<file path="src/rtl/compositor_pkg.sv">
// Shared types and constants for the N-layer pixel compositor.
package compositor_pkg;

    localparam int CFG_COORD_W        = 10;
    localparam int CFG_ADDR_W         = 19;
    localparam int PIPE_LAT           = 3;
    localparam int TRANSP_IDX_DEFAULT = 0;

    typedef struct packed {
        logic [CFG_COORD_W-1:0] x;
        logic [CFG_COORD_W-1:0] y;
        logic [CFG_COORD_W-1:0] w;
        logic [CFG_COORD_W-1:0] h;
        logic [CFG_COORD_W-1:0] stride;
        logic [CFG_COORD_W-1:0] scroll;
        logic [CFG_ADDR_W-1:0]  base;
        logic                   en;
        logic                   wrap;
    } layer_cfg_t;

    typedef struct packed {
        logic [7:0] r;
        logic [7:0] g;
        logic [7:0] b;
    } rgb_t;

endpackage

</file>
<file path="src/rtl/layer_addr_gen.sv">
// Address stage for one layer: box test plus RAM address, registered on pix_en.
module layer_addr_gen
    import compositor_pkg::*;
(
    input  logic                   clk,
    input  logic                   reset,
    input  logic                   pix_en,
    input  logic [CFG_COORD_W-1:0] draw_x,
    input  logic [CFG_COORD_W-1:0] draw_y,
    input  layer_cfg_t             cfg,
    output logic [CFG_ADDR_W-1:0]  rd_addr,
    output logic                   in_box
);

    localparam int SW = CFG_COORD_W + 1;

    logic signed [SW-1:0] rx_direct;
    logic signed [SW-1:0] ry;
    logic signed [SW-1:0] rx;
    logic [SW-1:0] wsum0;
    logic [SW-1:0] wsum1;
    logic [SW-1:0] wsum2;
    logic [SW-1:0] w_ext;
    logic [SW-1:0] h_ext;
    logic          in_box_c;
    logic [CFG_ADDR_W-1:0] addr_c;

    always_comb begin
        w_ext     = {1'b0, cfg.w};
        h_ext     = {1'b0, cfg.h};
        rx_direct = $signed({1'b0, draw_x}) - $signed({cfg.x[CFG_COORD_W-1], cfg.x});
        ry        = $signed({1'b0, draw_y}) - $signed({cfg.y[CFG_COORD_W-1], cfg.y});
        // Wrap mode: two conditional subtracts cover DrawX + scroll < 3*w when scroll < w.
        wsum0     = {1'b0, draw_x} + {1'b0, cfg.scroll};
        wsum1     = (wsum0 >= w_ext) ? wsum0 - w_ext : wsum0;
        wsum2     = (wsum1 >= w_ext) ? wsum1 - w_ext : wsum1;
        rx        = cfg.wrap ? $signed(wsum2) : rx_direct;
        in_box_c  = cfg.en && !rx[SW-1] && (rx[SW-1:0] < w_ext)
                           && !ry[SW-1] && (ry[SW-1:0] < h_ext);
        addr_c    = cfg.base;
        if (in_box_c) begin
            addr_c = cfg.base
                   + CFG_ADDR_W'(ry[SW-2:0]) * CFG_ADDR_W'(cfg.stride)
                   + CFG_ADDR_W'(rx[SW-2:0]);
        end
    end

    always_ff @(posedge clk) begin
        if (reset) begin
            rd_addr <= '0;
            in_box  <= 1'b0;
        end else if (pix_en) begin
            rd_addr <= addr_c;
            in_box  <= in_box_c;
        end
    end

endmodule

</file>
<file path="src/rtl/layer_compositor.sv">
// N-layer compositor: per-layer address gen, priority/transparency resolve,
// shared palette lookup and sync alignment, with per-frame collision report.
module layer_compositor
    import compositor_pkg::*;
#(
    parameter int NUM_LAYERS = 4,
    parameter int COORD_W    = CFG_COORD_W,
    parameter int ADDR_W     = CFG_ADDR_W,
    parameter int IDX_W      = 4,
    parameter int TRANSP_IDX = TRANSP_IDX_DEFAULT
) (
    input  logic                          Clk,
    input  logic                          Reset,
    input  logic                          pix_en,
    input  logic [COORD_W-1:0]            DrawX,
    input  logic [COORD_W-1:0]            DrawY,
    input  logic                          blank_in,
    input  logic                          hs_in,
    input  logic                          vs_in,
    input  logic                          frame_start,
    input  logic [NUM_LAYERS*COORD_W-1:0] cfg_x,
    input  logic [NUM_LAYERS*COORD_W-1:0] cfg_y,
    input  logic [NUM_LAYERS*COORD_W-1:0] cfg_w,
    input  logic [NUM_LAYERS*COORD_W-1:0] cfg_h,
    input  logic [NUM_LAYERS*COORD_W-1:0] cfg_stride,
    input  logic [NUM_LAYERS*ADDR_W-1:0]  cfg_base,
    input  logic [NUM_LAYERS*COORD_W-1:0] cfg_scroll,
    input  logic [NUM_LAYERS-1:0]         cfg_en,
    input  logic [NUM_LAYERS-1:0]         cfg_wrap,
    output logic [NUM_LAYERS*ADDR_W-1:0]  rd_addr,
    input  logic [NUM_LAYERS*IDX_W-1:0]   rd_data,
    input  logic                          pal_we,
    input  logic [IDX_W-1:0]              pal_addr,
    input  logic [23:0]                   pal_data,
    input  logic [23:0]                   backdrop,
    output logic [7:0]                    Red,
    output logic [7:0]                    Green,
    output logic [7:0]                    Blue,
    output logic                          hs_out,
    output logic                          vs_out,
    output logic                          blank_out,
    output logic [NUM_LAYERS-1:0]         collide_mask
);

    layer_cfg_t            act [NUM_LAYERS];
    logic [NUM_LAYERS-1:0] in_box;
    logic [NUM_LAYERS-1:0] in_box_d;
    logic [PIPE_LAT-1:0]   blank_d;
    logic [PIPE_LAT-1:0]   hs_d;
    logic [PIPE_LAT-1:0]   vs_d;
    logic [NUM_LAYERS-1:0] opaque;
    logic [NUM_LAYERS-1:0] others;
    logic [NUM_LAYERS-1:0] hit;
    logic [NUM_LAYERS-1:0] acc;
    logic                  found;
    logic [IDX_W-1:0]      win_idx;
    rgb_t                  palette [2**IDX_W];
    rgb_t                  rgb_q;

    // Active config only changes at frame_start so a frame is never torn.
    always_ff @(posedge Clk) begin
        if (Reset) begin
            for (int i = 0; i < NUM_LAYERS; i++) act[i] <= '0;
        end else if (frame_start) begin
            for (int i = 0; i < NUM_LAYERS; i++) begin
                act[i].x      <= cfg_x[i*COORD_W +: COORD_W];
                act[i].y      <= cfg_y[i*COORD_W +: COORD_W];
                act[i].w      <= cfg_w[i*COORD_W +: COORD_W];
                act[i].h      <= cfg_h[i*COORD_W +: COORD_W];
                act[i].stride <= cfg_stride[i*COORD_W +: COORD_W];
                act[i].scroll <= cfg_scroll[i*COORD_W +: COORD_W];
                act[i].base   <= cfg_base[i*ADDR_W +: ADDR_W];
                act[i].en     <= cfg_en[i];
                act[i].wrap   <= cfg_wrap[i];
            end
        end
    end

    genvar g;
    generate
        for (g = 0; g < NUM_LAYERS; g++) begin : g_layer
            layer_addr_gen u_addr_gen (
                .clk     (Clk),
                .reset   (Reset),
                .pix_en  (pix_en),
                .draw_x  (DrawX),
                .draw_y  (DrawY),
                .cfg     (act[g]),
                .rd_addr (rd_addr[g*ADDR_W +: ADDR_W]),
                .in_box  (in_box[g])
            );
        end
    endgenerate

    // in_box_d lines up with rd_data, which trails rd_addr by one tick.
    always_ff @(posedge Clk) begin
        if (Reset) begin
            in_box_d <= '0;
            blank_d  <= '0;
            hs_d     <= '1;
            vs_d     <= '1;
        end else if (pix_en) begin
            in_box_d <= in_box;
            blank_d  <= {blank_d[PIPE_LAT-2:0], blank_in};
            hs_d     <= {hs_d[PIPE_LAT-2:0], hs_in};
            vs_d     <= {vs_d[PIPE_LAT-2:0], vs_in};
        end
    end

    always_comb begin
        opaque  = '0;
        others  = '0;
        hit     = '0;
        found   = 1'b0;
        win_idx = '0;
        for (int i = 0; i < NUM_LAYERS; i++) begin
            opaque[i] = in_box_d[i] && (rd_data[i*IDX_W +: IDX_W] != IDX_W'(TRANSP_IDX));
        end
        for (int i = 0; i < NUM_LAYERS; i++) begin
            if (opaque[i]) begin
                found   = 1'b1;
                win_idx = rd_data[i*IDX_W +: IDX_W];
            end
            others    = opaque;
            others[i] = 1'b0;
            hit[i]    = opaque[i] && (|others);
        end
    end

    always_ff @(posedge Clk) begin
        if (pal_we) palette[pal_addr] <= pal_data;
    end

    always_ff @(posedge Clk) begin
        if (Reset) begin
            rgb_q <= '0;
        end else if (pix_en) begin
            if (!blank_d[PIPE_LAT-2]) rgb_q <= '0;
            else if (found)           rgb_q <= palette[win_idx];
            else                      rgb_q <= backdrop;
        end
    end

    always_ff @(posedge Clk) begin
        if (Reset) begin
            acc          <= '0;
            collide_mask <= '0;
        end else if (frame_start) begin
            collide_mask <= acc;
            acc          <= '0;
        end else if (pix_en && blank_d[PIPE_LAT-2]) begin
            acc <= acc | hit;
        end
    end

    assign Red       = rgb_q.r;
    assign Green     = rgb_q.g;
    assign Blue      = rgb_q.b;
    assign blank_out = blank_d[PIPE_LAT-1];
    assign hs_out    = hs_d[PIPE_LAT-1];
    assign vs_out    = vs_d[PIPE_LAT-1];

endmodule

</file>
<file path="config.mk">
export PLATFORM = sky130hd
export DESIGN_NAME = layer_compositor
export DESIGN_NICKNAME = d
export VERILOG_FILES = /design/src/rtl/compositor_pkg.sv /design/src/rtl/layer_addr_gen.sv /design/src/rtl/layer_compositor.sv
export SDC_FILE = /design/constraint.sdc
export NUM_CORES = 2
export LEC_CHECK = 0
export CAP_MARGIN = 30
export CELL_PAD_IN_SITES_DETAIL_PLACEMENT = 1
export CELL_PAD_IN_SITES_GLOBAL_PLACEMENT = 2
export CORE_MARGIN = 2
export CORE_UTILIZATION = 39
export CTS_CLUSTER_DIAMETER = 150
export DETAILED_ROUTE_END_ITERATION = 7
export GPL_TIMING_DRIVEN = 0
export PLACE_DENSITY = 0.79
export SLEW_MARGIN = 20
export SYNTH_ARGS = -nofsm -noshare
export SYNTH_HDL_FRONTEND = slang
export SYNTH_SLANG_ARGS = --single-unit
</file>
<file path="constraint.sdc">
create_clock -name Clk -period 17.8 [get_ports Clk]
set_input_delay 3.56 -clock Clk [delete_from_list [all_inputs] [get_ports Clk]]
set_output_delay 3.56 -clock Clk [all_outputs]
set_load 0.02 [all_outputs]
</file>
# Word level (Yosys, flattened, before mapping)
# Memory sizes are Yosys's and may differ from the RTL's.
# Index checks and enable logic that the tools add are counted.
# word_totals
reg_bits	125
ramBits	708
inputBits	420
out_inout_bits	107
word_cells	215
mem_count	2
# mem_list
memory	depth	width	rd	rd_ports_with_merged_regs	write_ports	line_no	text
palette	16	24	1	0	1	layer_compositor.sv:57	rgb_t palette [2**IDX_W];
act	4	81	4	0	4	layer_compositor.sv:45	layer_cfg_t act [NUM_LAYERS];
# op_classes
add_sub_neg	28
multipliers	4
order_cmp	16
mux	69
n_bitwise	37
reduce_logical	42
# ops
op	n
two-way mux 10 bit	24
subtractor 11 x 10 -> 11 bit	16
two-way mux 19 bit	8
two-way mux 11 bit	12
>= comparator 11 x 10 -> 1 bit	8
< comparator 11 x 10 -> 1 bit	8
adder 19 x 10 -> 19 bit	4
adder 19 bit	4
multiplier 10 x 10 -> 19 bit	4
two-way mux 24 bit	2
adder 10 x 10 -> 11 bit	4
OR 1 bit	36
logical AND 1 bit	25
two-way mux 1 bit	19
two-way mux 4 bit	4
nonzero test 4 bit	4
OR reduction 3 bit	4
zero test 1 bit	8
OR 4 bit	1
OR reduction 2 bit	1

# Longest topological paths before layout
# An unclocked memory read counts as a cell.
# depth
ltp_word	13
depth_mapped	49
ltp_nobuf	48

# Hierarchy
# Synthesis repeated with hierarchy kept, for this count alone.
# hier_totals
hier_cells	5818
area_unflattened_um2	60012.6
# by_module_without_submodules
module	n_inst	cells_per_inst	area_each_um2	seq_area_each_um2
layer_compositor	1	1906	28770.1	22161.3
layer_addr_gen at g_layer[0].u_addr_gen	1	988	7905.1	400.4
layer_addr_gen at g_layer[1].u_addr_gen	1	992	7882.6	400.4
layer_addr_gen at g_layer[2].u_addr_gen	1	995	7836.3	400.4
layer_addr_gen at g_layer[3].u_addr_gen	1	937	7618.6	400.4

# Worst setup path after synthesis
# No wires, ideal clock.
# synth_path
path_kind	input to register
from	input frame_start
to	memory act[0][0] (netlist name) (enable)
setup_ns	0.812
t_arrival_ns	12.816
required_time_ns	16.988
setup_slack_ns	4.172
cell_stages	3
n_path_buf	2
path_cell_list	clkbuf_1 or2_2 clkbuf_1
# synth_rtl
item	line_no	text
from (decl)	layer_compositor.sv:20	input logic frame_start,
to (decl)	layer_compositor.sv:45	

# Worst setup path in the final report
# layout_path
from	input DrawX[0]
to	register g_layer[0].u_addr_gen.rd_addr[18]
# layout_via
elab_chain_len	12
word_cells_on_any_way	17
cone_classes	add/sub: 5; order compare: 3; mux: 4; reduce/logical: 5
# layout_rtl
item	line_no	text
from (decl)	layer_compositor.sv:15	input logic [COORD_W-1:0] DrawX,
adder 10 x 10 -> 11 bit	layer_addr_gen.sv:34	wsum0 = {1'b0, draw_x} + {1'b0, cfg.scroll};
subtractor 11 x 10 -> 11 bit / >= comparator 11 x 10 -> 1 bit (equally long branches)	layer_addr_gen.sv:35	wsum1 = (wsum0 >= w_ext) ? wsum0 - w_ext : wsum0;
two-way mux 11 bit	layer_addr_gen.sv:35	
subtractor 11 x 10 -> 11 bit / >= comparator 11 x 10 -> 1 bit (equally long branches)	layer_addr_gen.sv:36	wsum2 = (wsum1 >= w_ext) ? wsum1 - w_ext : wsum1;
two-way mux 11 bit	layer_addr_gen.sv:36	
two-way mux 11 bit *	layer_addr_gen.sv:37	rx = cfg.wrap ? $signed(wsum2) : rx_direct;
parallel branches: the longest is 5 deep, another holds adder 19 x 10 -> 19 bit	--	
two-way mux 19 bit *	layer_addr_gen.sv:41	if (in_box_c) begin
to (signal assigned)	layer_addr_gen.sv:53	rd_addr <= addr_c;
to (decl)	layer_addr_gen.sv:11	output logic [CFG_ADDR_W-1:0] rd_addr,
# Every way passes the cells marked *.
# A chain may end at the register's enable or synchronous reset.

==> flow_metrics.tcl <==
set metrics [dict create \
    status "finished clean" \
    areaGrowthSynthToFinish_pct 20.4 \
    ios 527 \
    hp-class "reg -> reg" \
    synth_area_um2 59000 \
    synth_top_flop_cell "edfxtp_1" \
    fin_worst_skew_ps 80.6 \
    fp.dieW_um 393 \
    worst_slack_ps 1510 \
    drtAntennaViolNets 0 \
    ctsHoldBuffers 0 \
    drv_cap 0 \
    grt_antenna_before_repair 39 \
    synth_area_leaders "edfxtp_1, fa_1, ha_1" \
    path_buf_inv 5 \
    nFillCells 16267 \
    ys_ff_latch 833 \
    post-route-drc-count 0 \
    multiInputGateArea_um2 31800 \
    cts.clk_slew.worst_paths_ps 50 \
    timing.final.crit_share 0.915 \
    grt_max_degree 53 \
    numCtsBuffers 98 \
    endpoint_kind "register" \
    syn_nets 6658 \
    fmax_mhz 61.4 \
    cts-root-buf "clkbuf_16" \
    final_hold_viol_count 0 \
    finalNetCount 7332 \
    syn_avg_cell_area_um2 10.9 \
    routed-via-count 43940 \
    grt_pass1_wl_mm 305 \
    slew_violations 0 \
    path_delay_family "compound AO/OA/AOI/OAI gates" \
    async_flop_share 0 \
    die_y_um 393 \
    clock_latency_ps 760 \
    grt_pass1_vias 46474 \
    syn_inst 5398 \
    drt-pass1-iter-count 5 \
    yosysSeqAreaShare 0.403 \
    drive_above_1_share 0.0585 \
    dp_cells 7986 \
    yosysMostFrequentCell "inv_1" \
    critical_path.most_common_cell "fa_1" \
    ys_warn_count 0 \
    finalSetupViolCount 0 \
    fin_cells 8175 \
    row_count 142 \
    gp_congestion 0.875 \
    leakage_nw 28.3 \
    cts_sinks 833 \
    yosysTopAreaCell "edfxtp_1" \
    critPathRequiredTime_ps 18450 \
    fin_crit_ps 16290 \
    synth_common_cells "inv_1, edfxtp_1, ha_1" \
    cts-resized-gates 0 \
    vias_per_cell 5.37 \
    cp_max_fo 10 \
    powerDensity_nw_per_um2 170 \
    cts_setup_buffers 0 \
    start_util 0.393 \
    crit_slowest_cell "clkdlybuf4s50_1" \
    utilization 0.473 \
    drt_iter0_markers 2979 \
    cts_max_level 3 \
    io_buffers 524 \
    critPathKind "in -> reg" \
    grt_usage 0.269 \
    rsz0062_at_grt "no" \
    synth_edf_count 708 \
    tightest_slew_ps 1030 \
    slew_headroom 0.308 \
    grt-ovfl-total 0 \
    critPathLaunchType "input port" \
    wl_per_cell_um 25.4 \
    dp_slack_ps 942 \
    core-area_um2 150000 \
    ff_latch_area_um2 23800 \
    dieArea_um2 154000 \
    ir_drop_v 0.000180 \
    cp_data_arrival_time_ps 16930 \
    critPathMaxStageDelay_ps 850 \
    tritoncts "yes" \
    dp_hpwl_mm 165 \
    whs_ps 472 \
    drt_wl_total_mm 208 \
    yosys.area.top_type_share 0.360 \
    synth.distinct_cells 85 \
    cts_buffer_depth 3 \
    fin_tns_setup_ps 0 \
]
## logic make-up after synthesis
group	Yosys count	share of synthesized area
adders and majority gates	840	0.226
AOI/OAI and AO/OA	866	0.0992
and+or+nand+nor	1513	0.130
muxes	211	0.0514
DFF	833	0.403
buffers and inverters	928	0.0600
xor gates and xnor gates	207	0.0307
## tightest hold or removal path, delay by kind of cell (launching register included)
kind,cells,cell delay (ps)
simple gates,1,60
flops,1,310
compound gates,1,50
## where the power goes
| part | internal (mW) | total (mW) | switching, mW |
|---|---|---|---|
| Clock | 1.18 | 2.08 | 0.900 |
| Sequential | 2.22 | 2.29 | 0.0641 |
| Combinational | 3.26 | 7.74 | 4.48 |
## area by class of cell
| cell class | instances | share of cell area |
|---|---|---|
| Timing Repair Buffer | 574 | 0.0854 |
| Clock inverter | 42 | 0.00775 |
| Sequential cell | 833 | 0.334 |
| Tap cell | 2016 | 0.0355 |
| Antenna cell | 6 | 0.000211 |
| Clock buffer | 139 | 0.0388 |
| Inverter | 710 | 0.0375 |
| Buffer | 218 | 0.0125 |
| Multi-Input combinational cell | 3637 | 0.448 |
## cell usage in the layout (no fill, tap or decap), types with 19 or more instances in the layout
| master | n |
|---|---|
| a211oi_1 | 76 |
| mux2i_1 | 121 |
| fa_1 | 380 |
| dfxtp_1 | 125 |
| a311oi_1 | 27 |
| a21oi_1 | 206 |
| nor2_1 | 277 |
| buf_2 | 20 |
| a31oi_1 | 19 |
| mux4_2 | 72 |
| inv_1 | 709 |
| a221oi_1 | 48 |
| nor3_1 | 59 |
| ha_1 | 460 |
| o22ai_1 | 28 |
| clkbuf_16 | 101 |
| clkdlybuf4s50_1 | 522 |
| nand2_1 | 395 |
| o211ai_1 | 29 |
| or3_1 | 26 |
| nor2b_1 | 100 |
| o21a_1 | 47 |
| xor2_1 | 53 |
| xnor2_1 | 154 |
| o21ai_0 | 157 |
| a21o_1 | 58 |
| edfxtp_1 | 708 |
| and2_1 | 450 |
| nand2b_1 | 39 |
| clkbuf_1 | 214 |
| o21bai_1 | 20 |
| nand3_1 | 69 |
## flip-flops by register name, indices dropped and copies added (netlist names)
signal,cells
palette,384
act,324
g_layer.u_addr_gen.rd_addr,76
Blue,8
Green,8
Red,8
acc,4
collide_mask,4
g_layer.u_addr_gen.in_box,4
in_box_d,4
blank_d,3
hs_d,3
vs_d,3
## metrics by stage
step           area (um2)  total power [mW]
3_3_place_gp        66800              9.85
5_1_grt             71000              13.2
4_1_cts             71000              12.2
2_1_floorplan       59000              7.97
3_5_place_dp        67700              9.99
6_report            71100              12.1
## worst paths after layout
path	start	to	slack [ps]	cells after the start
worst max-delay path	DrawX[0]	g_layer[0].u_addr_gen.rd_addr[18]$_SDFFE_PP0P_	1510	42
worst min-delay path	g_layer[0].u_addr_gen.rd_addr[10]$_SDFFE_PP0P_	g_layer[0].u_addr_gen.rd_addr[10]$_SDFFE_PP0P_	470	2
worst min register to register	g_layer[0].u_addr_gen.rd_addr[10]$_SDFFE_PP0P_	g_layer[0].u_addr_gen.rd_addr[10]$_SDFFE_PP0P_	470	2
worst max register to register	act[0][21]$_SDFFCE_PN0P_	g_layer[0].u_addr_gen.rd_addr[18]$_SDFFE_PP0P_	5110	41
## metal layers
layer	up-vias	wire, um	global-route usage
met3	314	12300	0.0491
met4	32	6370	0.0767
li1	20026	-	-
met2	1144	98900	0.446
met5	-	203	0
met1	22424	90100	0.360
No activity file was read; power rests on OpenSTA's default activity.
